**src/rtl/sfm_streamer_strb_gen_2d.sv**
```systemverilog
// 2D streamer strobe generator: zero-latency pass-through that masks the last beat of each row.
// Optional `SFM_STRB_GEN_LAST_EN adds out_last_o / out_eot_o row and transfer end markers.
module sfm_streamer_strb_gen_2d #(
  parameter int unsigned DW         = 160,
  parameter int unsigned RESERVED_W = 32,
  parameter int unsigned CNT_W      = 32
) (
  input  logic             clk_i,
  input  logic             rst_ni,
  input  logic             clear_i,
  input  logic             start_i,
  input  logic [CNT_W-1:0] cfg_row_len_i,
  input  logic [CNT_W-1:0] cfg_n_rows_i,
  input  logic             in_valid_i,
  output logic             in_ready_o,
  input  logic [DW-1:0]    in_data_i,
  output logic             out_valid_o,
  input  logic             out_ready_i,
  output logic [DW-1:0]    out_data_o,
  output logic [DW/8-1:0]  out_strb_o,
  output logic             busy_o,
  output logic             done_o
`ifdef SFM_STRB_GEN_LAST_EN
  ,
  output logic             out_last_o,
  output logic             out_eot_o
`endif
);

  localparam int unsigned AW = DW - RESERVED_W;
  localparam int unsigned BW = AW / 8;
  localparam int unsigned LB = $clog2(BW);
  localparam int unsigned RB = RESERVED_W / 8;

  localparam logic [1:0] IDLE = 2'd0;
  localparam logic [1:0] RUN  = 2'd1;
  localparam logic [1:0] DONE = 2'd2;

  if ((BW == 0) || ((BW & (BW - 1)) != 0)) begin : g_bw_chk
    $error("sfm_streamer_strb_gen_2d: payload bytes per beat must be a power of 2");
  end
  if ((RESERVED_W % 8) != 0) begin : g_rsv_chk
    $error("sfm_streamer_strb_gen_2d: RESERVED_W must be a multiple of 8");
  end

  logic [1:0]       state_q;
  logic [CNT_W-1:0] row_len_q, n_rows_q;
  logic [CNT_W-1:0] beat_cnt_q, row_cnt_q;
  logic [LB-1:0]    lftovr;
  logic [CNT_W-1:0] beats_per_row;
  logic             run, hs, beat_last, row_last;
  logic [BW-1:0]    last_mask, payload_strb;

  assign run           = (state_q == RUN);
  assign lftovr        = row_len_q[LB-1:0];
  assign beats_per_row = (row_len_q >> LB) + CNT_W'(lftovr != '0);
  assign beat_last     = (beat_cnt_q == beats_per_row - CNT_W'(1));
  assign row_last      = (row_cnt_q == n_rows_q - CNT_W'(1));
  assign hs            = run & in_valid_i & out_ready_i;

  // Only the low lftovr bytes of a short final beat carry payload.
  assign last_mask     = ~({BW{1'b1}} << lftovr);
  assign payload_strb  = (beat_last && (lftovr != '0)) ? last_mask : '1;

  assign out_valid_o = run & in_valid_i;
  assign in_ready_o  = run & out_ready_i;
  assign out_data_o  = in_data_i;
  assign out_strb_o  = run ? {{RB{1'b0}}, payload_strb} : '0;
  assign busy_o      = run;
  assign done_o      = (state_q == DONE);

`ifdef SFM_STRB_GEN_LAST_EN
  assign out_last_o = run & beat_last;
  assign out_eot_o  = run & beat_last & row_last;
`endif

  always_ff @(posedge clk_i or negedge rst_ni) begin
    if (!rst_ni) begin
      state_q    <= IDLE;
      row_len_q  <= '0;
      n_rows_q   <= '0;
      beat_cnt_q <= '0;
      row_cnt_q  <= '0;
    end else if (clear_i) begin
      state_q    <= IDLE;
      beat_cnt_q <= '0;
      row_cnt_q  <= '0;
    end else begin
      case (state_q)
        IDLE: begin
          if (start_i) begin
            row_len_q  <= cfg_row_len_i;
            n_rows_q   <= cfg_n_rows_i;
            beat_cnt_q <= '0;
            row_cnt_q  <= '0;
            state_q    <= ((cfg_row_len_i == '0) || (cfg_n_rows_i == '0)) ? DONE : RUN;
          end
        end
        RUN: begin
          if (hs) begin
            if (beat_last) begin
              beat_cnt_q <= '0;
              if (row_last) begin
                row_cnt_q <= '0;
                state_q   <= DONE;
              end else begin
                row_cnt_q <= row_cnt_q + CNT_W'(1);
              end
            end else begin
              beat_cnt_q <= beat_cnt_q + CNT_W'(1);
            end
          end
        end
        DONE:    state_q <= IDLE;
        default: state_q <= IDLE;
      endcase
    end
  end

endmodule

```
**config.mk**
```make
export PLATFORM = sky130hd
export DESIGN_NAME = sfm_streamer_strb_gen_2d
export DESIGN_NICKNAME = d
export VERILOG_FILES = /design/src/rtl/sfm_streamer_strb_gen_2d.sv
export SDC_FILE = /design/constraint.sdc
export NUM_CORES = 1
export LEC_CHECK = 0
export BUFFER_PORTS_ARGS = -buffer_cell sky130_fd_sc_hd__buf_2
export CAP_MARGIN = 40
export CORE_AREA = 5 5 160 162
export CTS_CLUSTER_SIZE = 14
export DETAILED_ROUTE_END_ITERATION = 12
export DIE_AREA = 0 0 165 167
export GPL_TIMING_DRIVEN = 0
export PLACE_DENSITY_LB_ADDON = 0.05
export SLEW_MARGIN = 20
export SYNTH_ARGS = -nofsm -noshare
export SYNTH_HDL_FRONTEND = slang
export SYNTH_SLANG_ARGS = --single-unit
```
**constraint.sdc**
```tcl
create_clock -name clk_i -period 5.49 [get_ports clk_i]
set_input_delay 0.549 -clock clk_i [delete_from_list [all_inputs] [get_ports clk_i]]
set_output_delay 0.549 -clock clk_i [all_outputs]
set_load 0.02 [all_outputs]
```
== Yosys cells after proc, flatten, opt, wreduce, memory -nomap -nowiden ==
Cells that the tools add are included.

* Register bits after elaboration: 130
* Word-level logic and storage cells: 54
* Input port bits: 230
* Output and inout port bits: 184

* Muxes and demuxes: 19
* Bitwise operators: 5
* Add/subtract/negate cells: 5
* Eq/ne operators: 8
* Reduce and logical (&&, ||, !) cells: 11
* Shifts and indexed selects: 1

{| class="wikitable"
|+ Operators with widths
! operator !! number
|-
| 32-bit 2-to-1 mux || 8
|-
| 32-bit case mux with 2 select lines || 2
|-
| 32-bit by 1-bit adder with 32-bit output, second input constant || 2
|-
| 32-bit == test || 2
|-
| 32-bit logical NOT || 2
|-
| 16-bit 2-to-1 mux || 2
|-
| 32-bit by 1-bit subtractor with 32-bit output, second input constant || 1
|-
| 29-bit by 1-bit subtractor with 30-bit output, second input constant || 1
|-
| 28-bit by 1-bit adder with 29-bit output || 1
|-
| 16-bit NOT || 1
|-
| 16-bit by 4-bit << shifter with 16-bit output, first input constant || 1
|-
| 2-bit 2-to-1 mux || 6
|-
| 3-bit by 2-bit inequality test with 1-bit output, second input constant || 3
|-
| 4-bit AND reduction || 2
|-
| 3-bit AND reduction || 2
|-
| 2-bit case mux with 2 select lines || 1
|-
| 4-bit nonzero test || 1
|-
| 1-bit bitwise AND || 3
|-
| 3-bit inequality test, second input constant || 1
|-
| 3-bit nonzero test || 1
|-
| 2-bit by 1-bit == test with 1-bit output, second input constant || 1
|-
| 2-bit == test, second input constant || 1
|-
| 2-bit logical NOT || 1
|-
| 1-bit logical AND || 1
|-
| 2 further kinds || 2
|}

== Longest topological paths before layout ==
* Depth after elaboration: 8
* Depth in mapped cells: 16
* Mapped depth without buffers: 12

== Worst setup path before layout ==
OpenSTA, ideal clock, no wires.

* Kind: flip-flop to output port
* From: register row_len_q[1]
* To: output out_strb_o[6]
* Path buffers: 2
* Setup slack: 1.116 ns
* Cell stages (with the launch flop): 15
* Data required time: 4.941 ns
* Arrival time: 3.825 ns
* Path through: dfrtp_1 clkbuf_1 nor4_1 ha_1 ha_1 or4b_2 nor2_1 xnor2_1 a2111oi_0 and4_1 and4_1 clkbuf_1 nand2b_1 o21ai_1 o21ai_0

* Cells in the longest elaborated chain, start to end: 7
* Elaborated cells between the ends (all ways): 9
* Classes of those cells: add/sub (2); eq/ne (1); shift (1); mux (2); bitwise (1); reduce/logical (2)

{| class="wikitable"
|+ RTL lines
! element !! line !! source
|-
| from (decl) || 47 || <nowiki>logic [CNT_W-1:0] row_len_q, n_rows_q;</nowiki>
|-
| from (signal assigned) || 92 || <nowiki>row_len_q <= cfg_row_len_i;</nowiki>
|-
| 4-bit nonzero test || 56, 63 ||
|-
| 28-bit by 1-bit adder with 29-bit output || 56 || <nowiki>assign beats_per_row = (row_len_q >> LB) + CNT_W'(lftovr != '0);</nowiki>
|-
| 29-bit by 1-bit subtractor with 30-bit output || 57 || <nowiki>assign beat_last = (beat_cnt_q == beats_per_row - CNT_W'(1));</nowiki>
|-
| 32-bit == test || 57 ||
|-
| 1-bit logical AND || 63 || <nowiki>assign payload_strb = (beat_last && (lftovr != '0)) ? last_mask : '1;</nowiki>
|-
| 16-bit 2-to-1 mux * || 63 ||
|-
| 16-bit 2-to-1 mux * || 68 || <nowiki>assign out_strb_o = run ? {{RB{1'b0}}, payload_strb} : '0;</nowiki>
|-
| to (decl) || 20 || <nowiki>output logic [DW/8-1:0] out_strb_o,</nowiki>
|}

Every way passes the cells marked *; elsewhere a longest branch is shown, timed or not.

== Worst setup path after layout ==
* From: register row_len_q[1]
* To: output out_strb_o[3]

The elaborated chain is that of the path after synthesis.

==> impl_metrics.py <==
metrics = {
    "status": {
        "status": "finished, final reports clean",
    },
    "route": {
        "drt_first_pass_iters": 5,
        "wl_um": 35000,
        "antenna_left": 0,
        "wl_per_cell_um": 20.7,
        "vias_per_cell": 5.31,
        "drc": 0,
        "drt_iter0_drc": 701,
        "vias": 8975,
    },
    "cells_and_area": {
        "final_cell_mix": "buf_2, buf_4, dfrtp_1",
        "fin_cells": 1690,
        "final_common_cell": "buf_2",
        "area_growth_pct": 24.8,
        "layout-drive-gt1-share_pct": 39.2,
        "nFillCells": 2370,
        "fin_area_um2": 12000,
        "nets": 1587,
        "fin_util_pct": 50.1,
    },
    "setup_path": {
        "cp_data_required_time_ns": 4.94,
        "reg2regPathDepth": 14,
        "worst-path-buf-inv": 2,
        "critical_path_class": "reg -> out",
        "path_max_fanout": 8,
        "cp_top_family": "simple AND/OR/NAND/NOR gates",
        "r2r_slack_ns": 0.38,
        "worst_path_max_delay_cell": "or4b_2",
        "rr_endpoint": "beat_cnt_q[7]",
        "crit_path_start": "row_len_q[1]",
        "startpoint_type": "register",
        "crit_chain": "clkbuf_1 -> nor4_2 -> ha_1 -> ha_2 -> or4b_2 -> nor2_1 -> xnor2_1 -> a2111oi_2 -> and4_1 -> and4_4 -> nand2b_2 -> nor2_4 -> a21oi_1 -> buf_2",
        "crit_path_end_kind": "output port",
        "cp_slowest_stage_delay_ns": 0.66,
        "cp.arrival_ns": 4.67,
        "r2r_start": "row_len_q[1]",
    },
    "place": {
        "place_ws_ns": -0.328,
        "gp_congestion": 0.878,
        "place_hpwl_um": 28300,
        "portBuffers": 249,
        "dp.cells": 1657,
        "dpl_cell_area_um2": 11300,
    },
    "timing": {
        "timing.fmax_mhz": 192,
        "rsz0062_at_grt": "false",
        "fin_ws_ns": 0.274,
        "tightest_slew_ns": 0.845,
        "min_period_ns": 5.22,
        "finalCritPeriodShare_pct": 95.0,
        "hold_viol_final": 0,
        "relSlewSlack_pct": 43.5,
        "slew_violations": 0,
        "setup_viol": 0,
        "clock_skew_ns": 0.0107,
    },
    "floorplanning": {
        "die_x_um": 165,
        "rows": 57,
        "io_pins": 414,
        "die_h_um": 167,
        "dieArea_um2": 27600,
        "coreArea_um2": 24000,
        "initial_core_util_pct": 40.2,
    },
    "grt": {
        "gr-total-overflow": 0,
        "grt_usage_pct": 24.4,
        "grt_pass1_vias": 8668,
        "grt_max_degree": 76,
        "grt_first_pass_wirelength_um": 51900,
        "antenna_found_initial": 3,
    },
    "yosys": {
        "synth_xor_area_share_pct": 9.65,
        "ys_types": 69,
        "ys_seq_area_share_pct": 33.8,
        "synth_compound_area_share_pct": 11.0,
        "synthCells": 1079,
        "ys.flop_type": "dfrtp_1",
        "synth-adder-area-share_pct": 0.650,
        "syn_area_um2": 9630,
        "synth_top_family_by_area": "simple AND/OR/NAND/NOR gates",
        "synth_mux_area_share_pct": 7.54,
        "yosysWarningCount": 0,
        "synth_async_sr_flop_share_pct": 100,
        "synth_simple_gate_area_share_pct": 21.9,
        "syn_area_per_cell_um2": 8.92,
        "synth-seq-cells": 130,
        "synth_edf_count": 0,
    },
    "clocking": {
        "cts-root-buf": "clkbuf_16",
        "clk_latency_ns": 0.43,
        "cts_max_level": 4,
        "cts_tree": "yes",
        "numCtsBuffers": 17,
        "ctsLongestPathBuffers": 2,
        "clkTransAtPathRegs_ns": 0.06,
        "hold_buffers": 0,
        "cts_setup_buffers": 0,
        "clock-sinks": 130,
    },
    "job": {
        "drv_cap": 0,
    },
    "min_path": {
        "hold_path.class": "in -> async",
    },
    "power_and_ir_drop": {
        "p_leak_nw": 5.41,
        "totalPowerFinal_mw": 4.86,
        "p_per_area_nw_per_um2": 404,
        "ir_worst_vdd_v": 0.000178,
    },
}
Yosys cell counts (all sizes together), types with 22 or more instances:
master	n	area, um2
clkbuf	38	144
nand2	47	176
buf	169	1260
nor2	82	310
nor4	39	244
nand3	36	180
dfrtp	130	3250
nor3	36	180
xor2	46	403
mux2	60	676
and3	23	144
o21ai	46	230
xnor2	60	526
inv	22	82.6
a21oi	30	150
timing repair:
action                                  in CTS  in global routing
endpoints found under the setup margin      51                 51
pin swaps                                    0                  3
cloned                                       0                  1
gates resized for setup                      9                  5
cell type report:
class                      count  area [um2]  share of cell area [%]
antenna                        2        5.00                  0.0417
clock inverter                12         159                    1.32
buffer                       206        1400                    11.6
multi-input combinational    724        4980                    41.4
tap                          324         405                    3.37
timing repair buffer         251        1290                    10.7
inverter                      22        82.6                   0.687
sequential                   130        3250                    27.1
clock buffer                  19         443                    3.69
worst reg2reg max path, cell delays in order, from the launching register on:
cell and delay (ns):
dfrtp_1 0.35, clkbuf_1 0.22, nor4_2 0.39, ha_1 0.24, ha_2 0.26, or4b_2 0.66
nor2_1 0.14, xnor2_1 0.10, a2111oi_2 0.39, and4_1 0.29, nand4_1 0.40, a21oi_2 0.53
clkbuf_1 0.37, clkbuf_1 0.49, nor2_1 0.12
metrics by stage:
stage / setup TNS [ns] / hold WS, ns
after floorplan: 0 / 0.253
after global placement: -6.25 / 0.522
after detailed placement: -6.82 / 0.509
after CTS: 0 / 0.0460
after global routing: 0 / 0.0697
final: 0 / 0.0473
report_power, final:
group	switching (mW)	internal, mW	total [mW]
registers	0.340	1.21	1.55
clock network	0.456	0.726	1.18
logic	1.22	0.899	2.12
total	2.02	2.84	4.86
worst max path at each step:
| stage | to | slack, ns | cells past startpoint |
|---|---|---|---|
| after floorplan | out_strb_o[6] | 1.12 | 14 |
| final | out_strb_o[3] | 0.27 | 14 |
| after detailed placement | out_strb_o[5] | -0.33 | 15 |
| after global placement | out_strb_o[5] | -0.32 | 16 |
| after global routing | out_strb_o[3] | 0.03 | 14 |
| after CTS | out_strb_o[5] | 0.05 | 14 |
state kept, by name (all words and copies together), names as in the netlist:
register    cells
n_rows_q       32
row_cnt_q      32
state_q         2
beat_cnt_q     32
row_len_q      32
kinds of logic (layout without fill, tap and decap cells):
group | count (synthesis) | count (layout)
compound gates | 157 | 158
mux | 65 | 65
buf+inv | 229 | 510
fa+ha+maj | 5 | 5
other cells | 1 | 6
xor+xnor | 106 | 106
simple gates | 386 | 386
flops | 130 | 130
routing by layer:
metal	global-route usage, %	share of wire (%)
met1	34.8	45
met2	36.8	45
met3	5.04	6.8
met4	7.85	2.7
met5	0	0.020
Note: power is estimated with default switching activity, not from simulation.
